[src/rtl/jt900h_ram_ctl.sv]
// rtl/jt900h_ram_ctl.sv - 32-bit little-endian fetch front-end over a 16-bit RAM port
module jt900h_ram_ctl (
  input  logic        clk,
  input  logic        rst,
  input  logic        cen,
  input  logic        ldram_en,
  input  logic [23:0] idx_addr,
  input  logic [23:0] pc,
  output logic [23:0] ram_addr,
  input  logic [15:0] ram_dout,
  output logic [31:0] dout,
  output logic        ram_rdy
);

  typedef enum logic [1:0] {IDLE, RD0, RD1, RD2} state_t;

  state_t      state, state_nxt;
  logic [23:0] l_addr, l_addr_nxt;
  logic [23:0] ram_addr_nxt;
  logic [31:0] dout_nxt;
  logic [15:0] w0, w0_nxt, w1, w1_nxt;
  logic        valid, valid_nxt;
  logic [23:0] sel;
  logic        hit;

  assign sel     = ldram_en ? idx_addr : pc;
  assign hit     = valid && (l_addr == sel);
  assign ram_rdy = hit;

  always_ff @(posedge clk or negedge rst) begin
    if (!rst) begin
      state    <= IDLE;
      l_addr   <= '0;
      ram_addr <= '0;
      dout     <= '0;
      w0       <= '0;
      w1       <= '0;
      valid    <= 1'b0;
    end else begin
      state    <= state_nxt;
      l_addr   <= l_addr_nxt;
      ram_addr <= ram_addr_nxt;
      dout     <= dout_nxt;
      w0       <= w0_nxt;
      w1       <= w1_nxt;
      valid    <= valid_nxt;
    end
  end

  always_comb begin
    state_nxt    = state;
    l_addr_nxt   = l_addr;
    ram_addr_nxt = ram_addr;
    dout_nxt     = dout;
    w0_nxt       = w0;
    w1_nxt       = w1;
    valid_nxt    = valid;
    if (cen) begin
      if ((state == IDLE && !hit) || (state != IDLE && sel != l_addr)) begin
        // Fresh fetch or abort: any partially gathered words are simply overwritten
        l_addr_nxt   = sel;
        valid_nxt    = 1'b0;
        ram_addr_nxt = {sel[23:1], 1'b0};
        state_nxt    = RD0;
      end else begin
        case (state)
          RD0: begin
            w0_nxt       = ram_dout;
            ram_addr_nxt = ram_addr + 24'd2;
            state_nxt    = RD1;
          end
          RD1: begin
            w1_nxt = ram_dout;
            if (!l_addr[0]) begin
              dout_nxt  = {ram_dout, w0};
              valid_nxt = 1'b1;
              state_nxt = IDLE;
            end else begin
              ram_addr_nxt = ram_addr + 24'd2;
              state_nxt    = RD2;
            end
          end
          RD2: begin
            // Odd address: drop the low byte of the first word, take one byte of the third
            dout_nxt  = {ram_dout[7:0], w1, w0[15:8]};
            valid_nxt = 1'b1;
            state_nxt = IDLE;
          end
          default: ;
        endcase
      end
    end
  end

endmodule

[config.mk]
export PLATFORM = sky130hd
export DESIGN_NAME = jt900h_ram_ctl
export DESIGN_NICKNAME = d
export VERILOG_FILES = /design/src/rtl/jt900h_ram_ctl.sv
export SDC_FILE = /design/constraint.sdc
export NUM_CORES = 1
export LEC_CHECK = 0
export BUFFER_PORTS_ARGS = -buffer_cell sky130_fd_sc_hd__buf_2
export CAP_MARGIN = 5
export CELL_PAD_IN_SITES_DETAIL_PLACEMENT = 1
export CELL_PAD_IN_SITES_GLOBAL_PLACEMENT = 1
export CORE_MARGIN = 2
export CORE_UTILIZATION = 46
export CTS_CLUSTER_SIZE = 25
export DETAILED_ROUTE_END_ITERATION = 8
export GPL_TIMING_DRIVEN = 1
export MAX_ROUTING_LAYER = met4
export PLACE_DENSITY_LB_ADDON = 0.1
export SYNTH_ARGS = -nofsm -noshare
export SYNTH_HDL_FRONTEND = slang
export SYNTH_SLANG_ARGS = --single-unit
[constraint.sdc]
create_clock -name clk -period 4.1 [get_ports clk]
set_input_delay 0.41 -clock clk [delete_from_list [all_inputs] [get_ports clk]]
set_output_delay 0.41 -clock clk [all_outputs]
set_load 0.01 [all_outputs]
==> results of run 1 <==
## area by class of cell
cell class	instances	area, um^2	area share
Multi-Input combinational cell	383	2760	0.381
Clock buffer	25	505	0.0698
Inverter	16	60.1	0.00829
Clock inverter	5	75.1	0.0104
Tap cell	168	210	0.0290
Sequential cell	114	2850	0.394
Timing Repair Buffer	140	783	0.108
## synth_stat cells, drive strengths merged
master,number
nor4b,1
or2,1
nor2b,1
mux2,37
and2,2
o21ai,28
nand2,43
nor2,41
o221ai,1
nand3b,2
a31oi,3
o31a,4
inv,16
nand3,12
xnor2,24
o31ai,2
nor4,14
mux2i,72
nor3,5
clkbuf,23
a21o,1
conb,1
or3,2
dfrtp,114
a21oi,52
and3,10
ha,1
o22a,15
o22ai,5
buf,9
nand2b,1
nand4,2
## flip-flops by register name, summed over array words and instances, names as in the netlist
name,count
w0,16
valid,1
dout,32
state,2
ram_addr,23
l_addr,24
w1,16
## through the flow
stage | instances | setup slack, ns | hold WS (ns) | power (uW)
final | 851 | 0.754 | 0.00418 | 3010
after global routing | 851 | 0.580 | 0.0439 | 3120
after CTS | 851 | 0.752 | 0.0316 | 3040
after detailed placement | 821 | 0.571 | 0.467 | 1570
after global placement | 821 | 0.681 | 0.460 | 1550
after floorplan | 545 | 1.08 | 0.114 | 1410
## metal layers
layer | vias up | wire length, um
li1 | 2193 | -
met1 | 2313 | 8030
met2 | 98 | 7510
met3 | 15 | 628
met4 | 0 | 161
met5 | - | 0
## critical path, delay by kind of cell
family | cells | cell delay (ns)
XOR/XNOR | 1 | 0.18
buffers and inverters | 3 | 0.73
multiplexers | 1 | 0.47
AND/OR/NAND/NOR | 4 | 1.14
## worst paths after layout
kind	from	slack (ns)	end
hold / removal	rst	0.004	l_addr[9]$_DFFE_PN0P_
setup reg to reg	l_addr[20]$_DFFE_PN0P_	1.49	w1[0]$_DFFE_PN0P_
setup / recovery	ldram_en	0.75	ram_rdy
hold reg to reg	w1[10]$_DFFE_PN0P_	0.49	w1[10]$_DFFE_PN0P_
max in group asynchronous	rst	3.16	ram_addr[12]$_DFFE_PN0P_
min in group clk	ram_dout[14]	0.26	w1[14]$_DFFE_PN0P_
## power breakdown
group	switching [uW]	total, uW	internal, uW
combinational	190	327	137
clock	494	1460	964
sequential	50.2	1230	1180
total	734	3010	2280
## cells by family (layout without fill, tap and decap cells)
group           after synthesis  after routing  synth area share
compound gates              111            111             0.112
other cells                   1              1          0.000648
flops                       114            114             0.493
mux                         109            109             0.199
simple gates                137            137             0.119
buf+inv                      48            186            0.0376
fa+ha+maj                     1              1           0.00216
xor+xnor                     24             24            0.0363
## placed cells by master, fill, tap and decap left out, types with 2 or more instances in the layout
| cell type | synthesis | final |
|---|---|---|
| a21oi_1 | 52 | 52 |
| a31oi_1 | 3 | 3 |
| and2_1 | 2 | 2 |
| and3_1 | 10 | 10 |
| buf_12 | 0 | 3 |
| buf_2 | 3 | 122 |
| buf_4 | 3 | 15 |
| bufinv_16 | 0 | 2 |
| clkbuf_1 | 23 | 3 |
| clkbuf_16 | 0 | 17 |
| clkbuf_8 | 0 | 5 |
| clkinv_2 | 0 | 3 |
| dfrtp_1 | 114 | 114 |
| inv_1 | 16 | 16 |
| mux2_1 | 10 | 10 |
| mux2_2 | 27 | 27 |
| mux2i_1 | 69 | 69 |
| mux2i_2 | 3 | 3 |
| nand2_1 | 43 | 42 |
| nand3_1 | 12 | 12 |
| nand3b_1 | 2 | 2 |
| nor2_1 | 41 | 41 |
| nor3_1 | 4 | 3 |
| nor3_2 | 1 | 2 |
| nor4_1 | 10 | 10 |
| nor4_2 | 3 | 2 |
| nor4_4 | 1 | 2 |
| o21ai_0 | 28 | 28 |
| o22a_1 | 15 | 15 |
| o22ai_1 | 5 | 5 |
| o31a_1 | 4 | 4 |
| o31ai_4 | 0 | 2 |
| or3_1 | 2 | 2 |
| xnor2_1 | 24 | 24 |
==> flow_metrics.env, run 1 <==
export IMPL_netlist_instances=545
export IMPL_ant_nets=0
export IMPL_areaGrowthSynthToFinish_pct=25.2
export IMPL_critical_path_required_ns=3.69
export IMPL_avgRoutedWirePerCell_um=19.2
export IMPL_grtUsageMet1=0.386
export IMPL_peakVddDrop_mv=0.331
export IMPL_worst_pin_slew_ns=0.996
export IMPL_diodes=0
export IMPL_synth_cell_types=40
export IMPL_setup_viol=0
export IMPL_reg2regPathDepth=7
export IMPL_cp_end_kind="output port"
export IMPL_grtUsageMet2=0.389
export IMPL_post_synth_top_area_cell="dfrtp_1"
export IMPL_dp_hpwl_mm=11.3
export IMPL_slew_headroom=0.334
export IMPL_arrival_ns=2.94
export IMPL_yosys_top_cells_area="dfrtp_1 49%, mux2i_1 12%, mux2_2 5.3%"
export IMPL_fp_dieH_um=116
export IMPL_power_density_nw_per_um2=416
export IMPL_path_cells="buf_2 -> buf_12 -> mux2i_1 -> xnor2_1 -> nor4_1 -> nand4_2 -> or2_1 -> nor2_1 -> buf_2"
export IMPL_place_gp_congestion=0.839
export IMPL_grt_ovfl_total=0
export IMPL_stdcell_area_um2=7240
export IMPL_dr_pass1_iters=4
export IMPL_yosysSeqAreaShare=0.493
export IMPL_fill_cells=1359
export IMPL_period_share=0.816
export IMPL_vias=4619
export IMPL_layout_drive_gt1_share=0.305
export IMPL_initial_core_util=0.476
export IMPL_syn_nets=614
export IMPL_syn_area_per_cell_um2=10.6
export IMPL_utilization=0.596
export IMPL_grt_max_degree=65
export IMPL_first_global_vias=4819
export IMPL_path_common_cell="buf_2"
export IMPL_h_tree_depth=4
export IMPL_clk_latency_ns=0.41
export IMPL_nets=741
export IMPL_coreArea_um2=12200
export IMPL_timing_fmax_ghz=0.299
export IMPL_pin_count=125
export IMPL_finalHoldViolCount=0
export IMPL_ctsHoldBuffers=0
export IMPL_grt_pass1_wl_mm=26.2
export IMPL_wl_mm=16.3
export IMPL_numClockSinks=114
export IMPL_route_detailed_drc=0
export IMPL_use_met3=0.0550
export IMPL_vias_per_cell=5.43
export IMPL_cts_buffers=17
export IMPL_dieArea_um2=13500
export IMPL_cp_slowest_stage_delay_ns=0.47
export IMPL_drtIter0Drc=254
export IMPL_start_kind="primary input"
export IMPL_critPathKind="primary input to output port"
export IMPL_antenna_found_initial=0
export IMPL_ctsLongestPathBuffers=2
export IMPL_outcome="complete, no violations"
export IMPL_finalCriticalPeriod_ns=3.35
export IMPL_cts_tree="yes"
export IMPL_cts_root_buffer="clkbuf_16"
export IMPL_top_usage_layer="met2"
export IMPL_syn_area_um2=5780
export IMPL_worstPathMaxFanout=13
export IMPL_slew_viol_final=0
export IMPL_cts_setup_buffers=0
export IMPL_tns_ns=0
export IMPL_hold_class="primary input to asynchronous set/reset pin"
export IMPL_row_count=40
export IMPL_p_leak_uw=0.00367
export IMPL_port_buffers=123
export IMPL_ys_warnings_count=0
export IMPL_path_clk_slew_ns=0.05
export IMPL_skew_ns=0.0113
export IMPL_synth_top_area_share=0.493
export IMPL_rsz0062_at_grt="no"
export IMPL_timing_max_cap_violations=0
export IMPL_synth_seq_cells=114
export IMPL_grtUsageTotal=0.267
export IMPL_slowest_stage="mux2i_1"
export IMPL_place_area_um2=6660
export IMPL_postCtsResizedCells=0
export IMPL_die_width_um=116
Note: power is estimated with default switching activity, not from simulation.
==> run 2: changes to the inputs <==
--- a/config.mk
+++ b/config.mk
@@ -10,7 +10,7 @@
 export CELL_PAD_IN_SITES_DETAIL_PLACEMENT = 1
 export CELL_PAD_IN_SITES_GLOBAL_PLACEMENT = 1
 export CORE_MARGIN = 2
-export CORE_UTILIZATION = 46
+export CORE_UTILIZATION = 42
 export CTS_CLUSTER_SIZE = 25
 export DETAILED_ROUTE_END_ITERATION = 8
 export GPL_TIMING_DRIVEN = 1
==> constraint.sdc (replaced) <==
create_clock -name clk -period 3.25 [get_ports clk]
set_input_delay 0.325 -clock clk [delete_from_list [all_inputs] [get_ports clk]]
set_output_delay 0.325 -clock clk [all_outputs]
set_load 0.01 [all_outputs]
==> run 2 against run 1 <==
Sequential share of layout area down 0.93 points. Power up 28%. Final cell count rose by 3.1%. Routed wire length rose by 1.9%. Clock-buffer cell count is 3 lower. Via count up 1.4%. Register-to-register slack lost 0.70 ns. Sequential cell count unchanged. Die area is 9.2% higher. Clock power is 28% higher. Global-route usage shrank 2.0 points. Combinational power rose by 32%.
==> flow_metrics.env, run 2 (synthesized netlist as in run 1, its figures left out) <==
export IMPL_route_detailed_drc=0
export IMPL_row_count=42
export IMPL_skew_ns=0.00955
export IMPL_setup_ws_ns=0.594
export IMPL_coreArea_um2=13300
export IMPL_fill_cells=1505
export IMPL_dr_pass1_iters=6
export IMPL_timing_max_cap_violations=0
export IMPL_dp_hpwl_mm=11.7
export IMPL_fp_dieH_um=121
export IMPL_slew_headroom=0.301
export IMPL_power_density_nw_per_um2=519
export IMPL_place_gp_congestion=0.831
export IMPL_worst_pin_slew_ns=1.05
export IMPL_diodes=0
export IMPL_tns_ns=0
export IMPL_h_tree_depth=4
export IMPL_finalCriticalPeriod_ns=2.66
export IMPL_grtUsageTotal=0.247
export IMPL_critPathKind="primary input to output port"
export IMPL_mostFrequentLayoutCells="122 x buf_2, 114 x dfrtp_1, 69 x mux2i_1"
export IMPL_cp_end_kind="output port"
export IMPL_grt_pass1_wl_mm=26.9
export IMPL_grt_ovfl_total=0
export IMPL_cts_setup_buffers=0
export IMPL_ant_nets=0
export IMPL_largest_reg_flops=32
export IMPL_slew_viol_final=0
export IMPL_areaGrowthSynthToFinish_pct=28.3
export IMPL_first_global_vias=4996
export IMPL_arrival_ns=2.33
export IMPL_dieArea_um2=14700
export IMPL_setup_viol=0
export IMPL_path_clk_slew_ns=0.05
export IMPL_period_share=0.817
export IMPL_dp_slack_ns=0.263
export IMPL_die_width_um=121
export IMPL_cts_root_buffer="clkbuf_16"
export IMPL_port_buffers=123
export IMPL_rsz0062_at_grt="no"
export IMPL_numClockSinks=114
export IMPL_antenna_found_initial=0
export IMPL_nets=757
export IMPL_vias=4685
export IMPL_largestRegisters="dout x32, l_addr x24, ram_addr x23"
export IMPL_layout_drive_gt1_share=0.321
export IMPL_top_register="dout"
export IMPL_cts_tree="yes"
export IMPL_avgRoutedWirePerCell_um=19.0
export IMPL_drtIter0Drc=215
export IMPL_vias_per_cell=5.34
export IMPL_start_kind="primary input"
export IMPL_clk_latency_ns=0.41
export IMPL_outcome="complete, no violations"
export IMPL_finalHoldViolCount=0
export IMPL_ctsHoldBuffers=0
export IMPL_ctsLongestPathBuffers=2
export IMPL_peakVddDrop_mv=0.369
export IMPL_cts_buffers=17
export IMPL_hold_class="primary input to asynchronous set/reset pin"
export IMPL_postCtsResizedCells=0
export IMPL_timing_fmax_ghz=0.376
export IMPL_wl_mm=16.6
export IMPL_grt_max_degree=65
export IMPL_worstPathMaxFanout=24
export IMPL_initial_core_util=0.433
export IMPL_critical_path_required_ns=2.92
export IMPL_p_leak_uw=0.00376
export IMPL_final_common_cell="buf_2"
export IMPL_utilization=0.556
export IMPL_pin_count=125
==> run 2: cell types whose count changed in the layout (fill, tap and decap cells not counted), sizes merged <==
cell,change
bufinv,+1
clkbuf,-3
clkinvlp,+2
clkinv,+2
buf,+16
==> run 2: critical path, stage by stage <==
cell and delay (ns):
buf_2 0.10, buf_12 0.21, mux2i_1 0.31, xnor2_1 0.13, nor4_1 0.38, nand4_2 0.16, or2_1 0.38, nor2_1 0.16
buf_2 0.16
==> run 2: power breakdown <==
group	leakage, uW	switching [uW]	internal [uW]
combinational	0.00199	243	191
clock	0.000284	649	1220
sequential	0.00149	62.5	1480
==> run 2: final timing paths <==
kind / from / to / slack [ns] / depth (start not counted)
min in group clk: ram_dout[13] / w1[13]$_DFFE_PN0P_ / 0.16 / 2
min reg2reg: w1[13]$_DFFE_PN0P_ / w1[13]$_DFFE_PN0P_ / 0.49 / 1
min: rst / l_addr[21]$_DFFE_PN0P_ / 0.01 / 1
max: ldram_en / ram_rdy / 0.59 / 9
max in group asynchronous: rst / valid$_DFFE_PN0P_ / 2.47 / 2
max reg2reg: l_addr[0]$_DFFE_PN0P_ / w0[0]$_DFFE_PN0P_ / 0.79 / 7
==> run 2: metal layers <==
metal	global-route usage	vias to the layer above	part of all wire
li1	-	2226	-
met1	0.348	2317	0.48
met2	0.364	123	0.46
met3	0.0442	19	0.049
met4	0.0733	0	0.015
met5	-	-	0
==> run 2: area by class of cell <==
| cell class | count | area, um^2 | share of cell area |
|---|---|---|---|
| flip-flops and latches | 114 | 2850 | 0.384 |
| multi-input cells | 383 | 2760 | 0.372 |
| repair buffers | 156 | 941 | 0.127 |
| clock buffers | 22 | 454 | 0.0612 |
| well taps | 176 | 220 | 0.0297 |
| clock inverters | 10 | 134 | 0.0180 |
| inverters | 16 | 60.1 | 0.00809 |
==> run 2: metrics by stage <==
step                      power (uW)  cells  area (um^2)  hold WS [ns]
final                           3850    877         7420        0.0136
after global routing            4000    877         7420        0.0587
after CTS                       3880    877         7420        0.0398
after detailed placement        2000    845         6830         0.477
after global placement          1980    845         6830         0.466
after floorplan                 1780    545         5780        0.0294
==> run 3: changes to the inputs <==
==> constraint.sdc (replaced) <==
create_clock -name clk -period 2.7 [get_ports clk]
set_input_delay 0.27 -clock clk [delete_from_list [all_inputs] [get_ports clk]]
set_output_delay 0.27 -clock clk [all_outputs]
set_load 0.01 [all_outputs]
==> run 3 against run 2 <==
Critical path depth shrank 1. Register-to-register slack lost 0.58 ns. Combinational power grew 56%. Clock-buffer cell count shrank 4. Worst setup slack lost 0.54 ns. Core utilization grew 4.4 points. First-iteration DRC count grew 5.6%. Clock power grew 16%. Critical endpoint unchanged.
==> flow_metrics.env, run 3 (synthesized netlist as in run 1, its figures left out) <==
export IMPL_outcome="complete, no violations"
export IMPL_top_register="dout"
export IMPL_p_leak_uw=0.00396
export IMPL_path_clk_slew_ns=0.06
export IMPL_grt_max_degree=65
export IMPL_tns_ns=0
export IMPL_peakVddDrop_mv=0.388
export IMPL_vias=4880
export IMPL_die_width_um=121
export IMPL_grt_pass1_wl_mm=28.4
export IMPL_arrival_ns=2.38
export IMPL_slew_headroom=0.544
export IMPL_skew_ns=0.0123
export IMPL_pin_count=125
export IMPL_seq_power_share=0.396
export IMPL_layout_drive_gt1_share=0.406
export IMPL_top_layer="met4"
export IMPL_port_buffers=123
export IMPL_seq_area_um2=2850
export IMPL_start_kind="flip-flop"
export IMPL_cp_end_kind="output port"
export IMPL_met1_length_mm=8.16
export IMPL_vias_per_cell=5.33
export IMPL_numClockSinks=114
export IMPL_power_density_nw_per_um2=588
export IMPL_grtUsageTotal=0.263
export IMPL_route_met2_wl_mm=8.56
export IMPL_clk_latency_ns=0.43
export IMPL_nets=795
export IMPL_ant_nets=0
export IMPL_pwr_share_clk=0.460
export IMPL_cts_buffers=17
export IMPL_fp_dieH_um=121
export IMPL_multi_input_area_um2=3010
export IMPL_largest_reg_flops=32
export IMPL_finalCriticalPeriod_ns=2.65
export IMPL_route_detailed_drc=0
export IMPL_wl_mm=18.0
export IMPL_grt_ovfl_total=0
export IMPL_row_count=42
export IMPL_internal_power_uw=3410
export IMPL_slew_viol_final=0
export IMPL_largestRegisters="dout x32, l_addr x24, ram_addr x23"
export IMPL_critPathKind="flip-flop to output port"
export IMPL_cts_root_buffer="clkbuf_16"
export IMPL_place_gp_congestion=0.844
export IMPL_fin_total_pwr_uw=4710
export IMPL_combinationalPowerShare=0.144
export IMPL_mostFrequentLayoutCells="121 x buf_2, 113 x dfrtp_1, 62 x buf_4"
export IMPL_worst_pin_slew_ns=0.684
export IMPL_timing_fmax_ghz=0.378
export IMPL_final_common_cell="buf_2"
export IMPL_switching_share=0.275
export IMPL_dr_pass1_iters=5
export IMPL_critical_path_required_ns=2.43
export IMPL_diodes=0
export IMPL_ctsLongestPathBuffers=2
export IMPL_finalHoldViolCount=0
export IMPL_period_share=0.980
export IMPL_initial_core_util=0.433
export IMPL_fill_cells=1475
export IMPL_p_switching_uw=1290
export IMPL_drtIter0Drc=227
export IMPL_avgRoutedWirePerCell_um=19.6
export IMPL_dp_hpwl_mm=12.1
export IMPL_h_tree_depth=4
export IMPL_hold_class="primary input to flip-flop"
export IMPL_cts_tree="yes"
export IMPL_worstPathMaxFanout=4
export IMPL_dieArea_um2=14700
export IMPL_timing_max_cap_violations=0
export IMPL_wl_met3_mm=1.07
export IMPL_antenna_found_initial=0
export IMPL_coreArea_um2=13300
export IMPL_areaGrowthSynthToFinish_pct=38.4
export IMPL_first_global_vias=5245
export IMPL_setup_viol=0
## run 3: changes by cell type in the layout (fill, tap and decap cells not counted), sizes merged
| cell | before | now |
|---|---|---|
| inv | 16 | 19 |
| clkinvlp | 2 | 3 |
| clkbuf | 22 | 18 |
| bufinv | 3 | 1 |
| clkinv | 5 | 7 |
| dlygate4sd3 | 0 | 1 |
| buf | 156 | 193 |
## run 3: power by group through the flow
stage	logic (uW)	registers [uW]	clock network [uW]
after detailed placement	608	1890	0
after floorplan	268	1890	0
after CTS	652	1860	2190
after global placement	589	1880	0
final	677	1860	2170
after global routing	734	1880	2270
## run 3: final cells by class
| class | count | share of cell area |
|---|---|---|
| Multi-Input combinational cell | 383 | 0.377 |
| Sequential cell | 114 | 0.357 |
| Timing Repair Buffer | 194 | 0.160 |
| Clock buffer | 18 | 0.0549 |
| Tap cell | 176 | 0.0275 |
| Clock inverter | 14 | 0.0166 |
| Inverter | 16 | 0.00750 |
## run 3: worst max-delay path: stages (launching register included)
cell and delay [ns]:
dfrtp_1 0.41, xnor2_2 0.18, nor4_2 0.38, nand2_1 0.15, or2_4 0.29, buf_4 0.15, buf_4 0.15, nor2_4 0.11
buf_2 0.14
## run 3: timing repair
action / in CTS / in global routing
gates cloned: 1 / 0
endpoints found under the hold margin: 50 / 0
setup endpoints to repair: 1 / 1
resized for setup: 19 / 12
pin swaps: 4 / 6
hold buffers: 1 / 0
buffers inserted: 2 / 3
## run 3: final timing paths
path	cells after the start	start	endpoint	slack, ns
worst max-delay path	8	l_addr[14]$_DFFE_PN0P_	ram_rdy	0.05
worst min-delay path	2	ram_dout[14]	w0[14]$_DFFE_PN0P_	0.12
worst max register to register	9	l_addr[0]$_DFFE_PN0P_	ram_addr[6]$_DFFE_PN0P_	0.21
worst min register to register	1	ram_addr[21]$_DFFE_PN0P_	ram_addr[21]$_DFFE_PN0P_	0.50
max in group asynchronous	3	rst	w1[1]$_DFFE_PN0P_	1.45
min in group asynchronous	2	rst	l_addr[7]$_DFFE_PN0P_	0.42
## run 3: metal layers
layer	vias to the layer above	track usage
met5	-	-
met4	0	0.0632
li1	2305	-
met2	137	0.412
met3	15	0.0686
met1	2423	0.344
## run 3: through the flow
stage	hold WS, ns	area (um^2)	setup WS [ns]	std cells	util
floorplan	-0.0256	5930	-0.167	545	-
global placement	0.348	7200	-0.0959	876	0.539
detailed placement	0.353	7200	-0.209	876	0.539
CTS	0.113	7910	0.0340	912	0.593
global route	0.109	8000	-0.0000138	915	0.600
finish	0.119	8000	0.0546	915	0.600
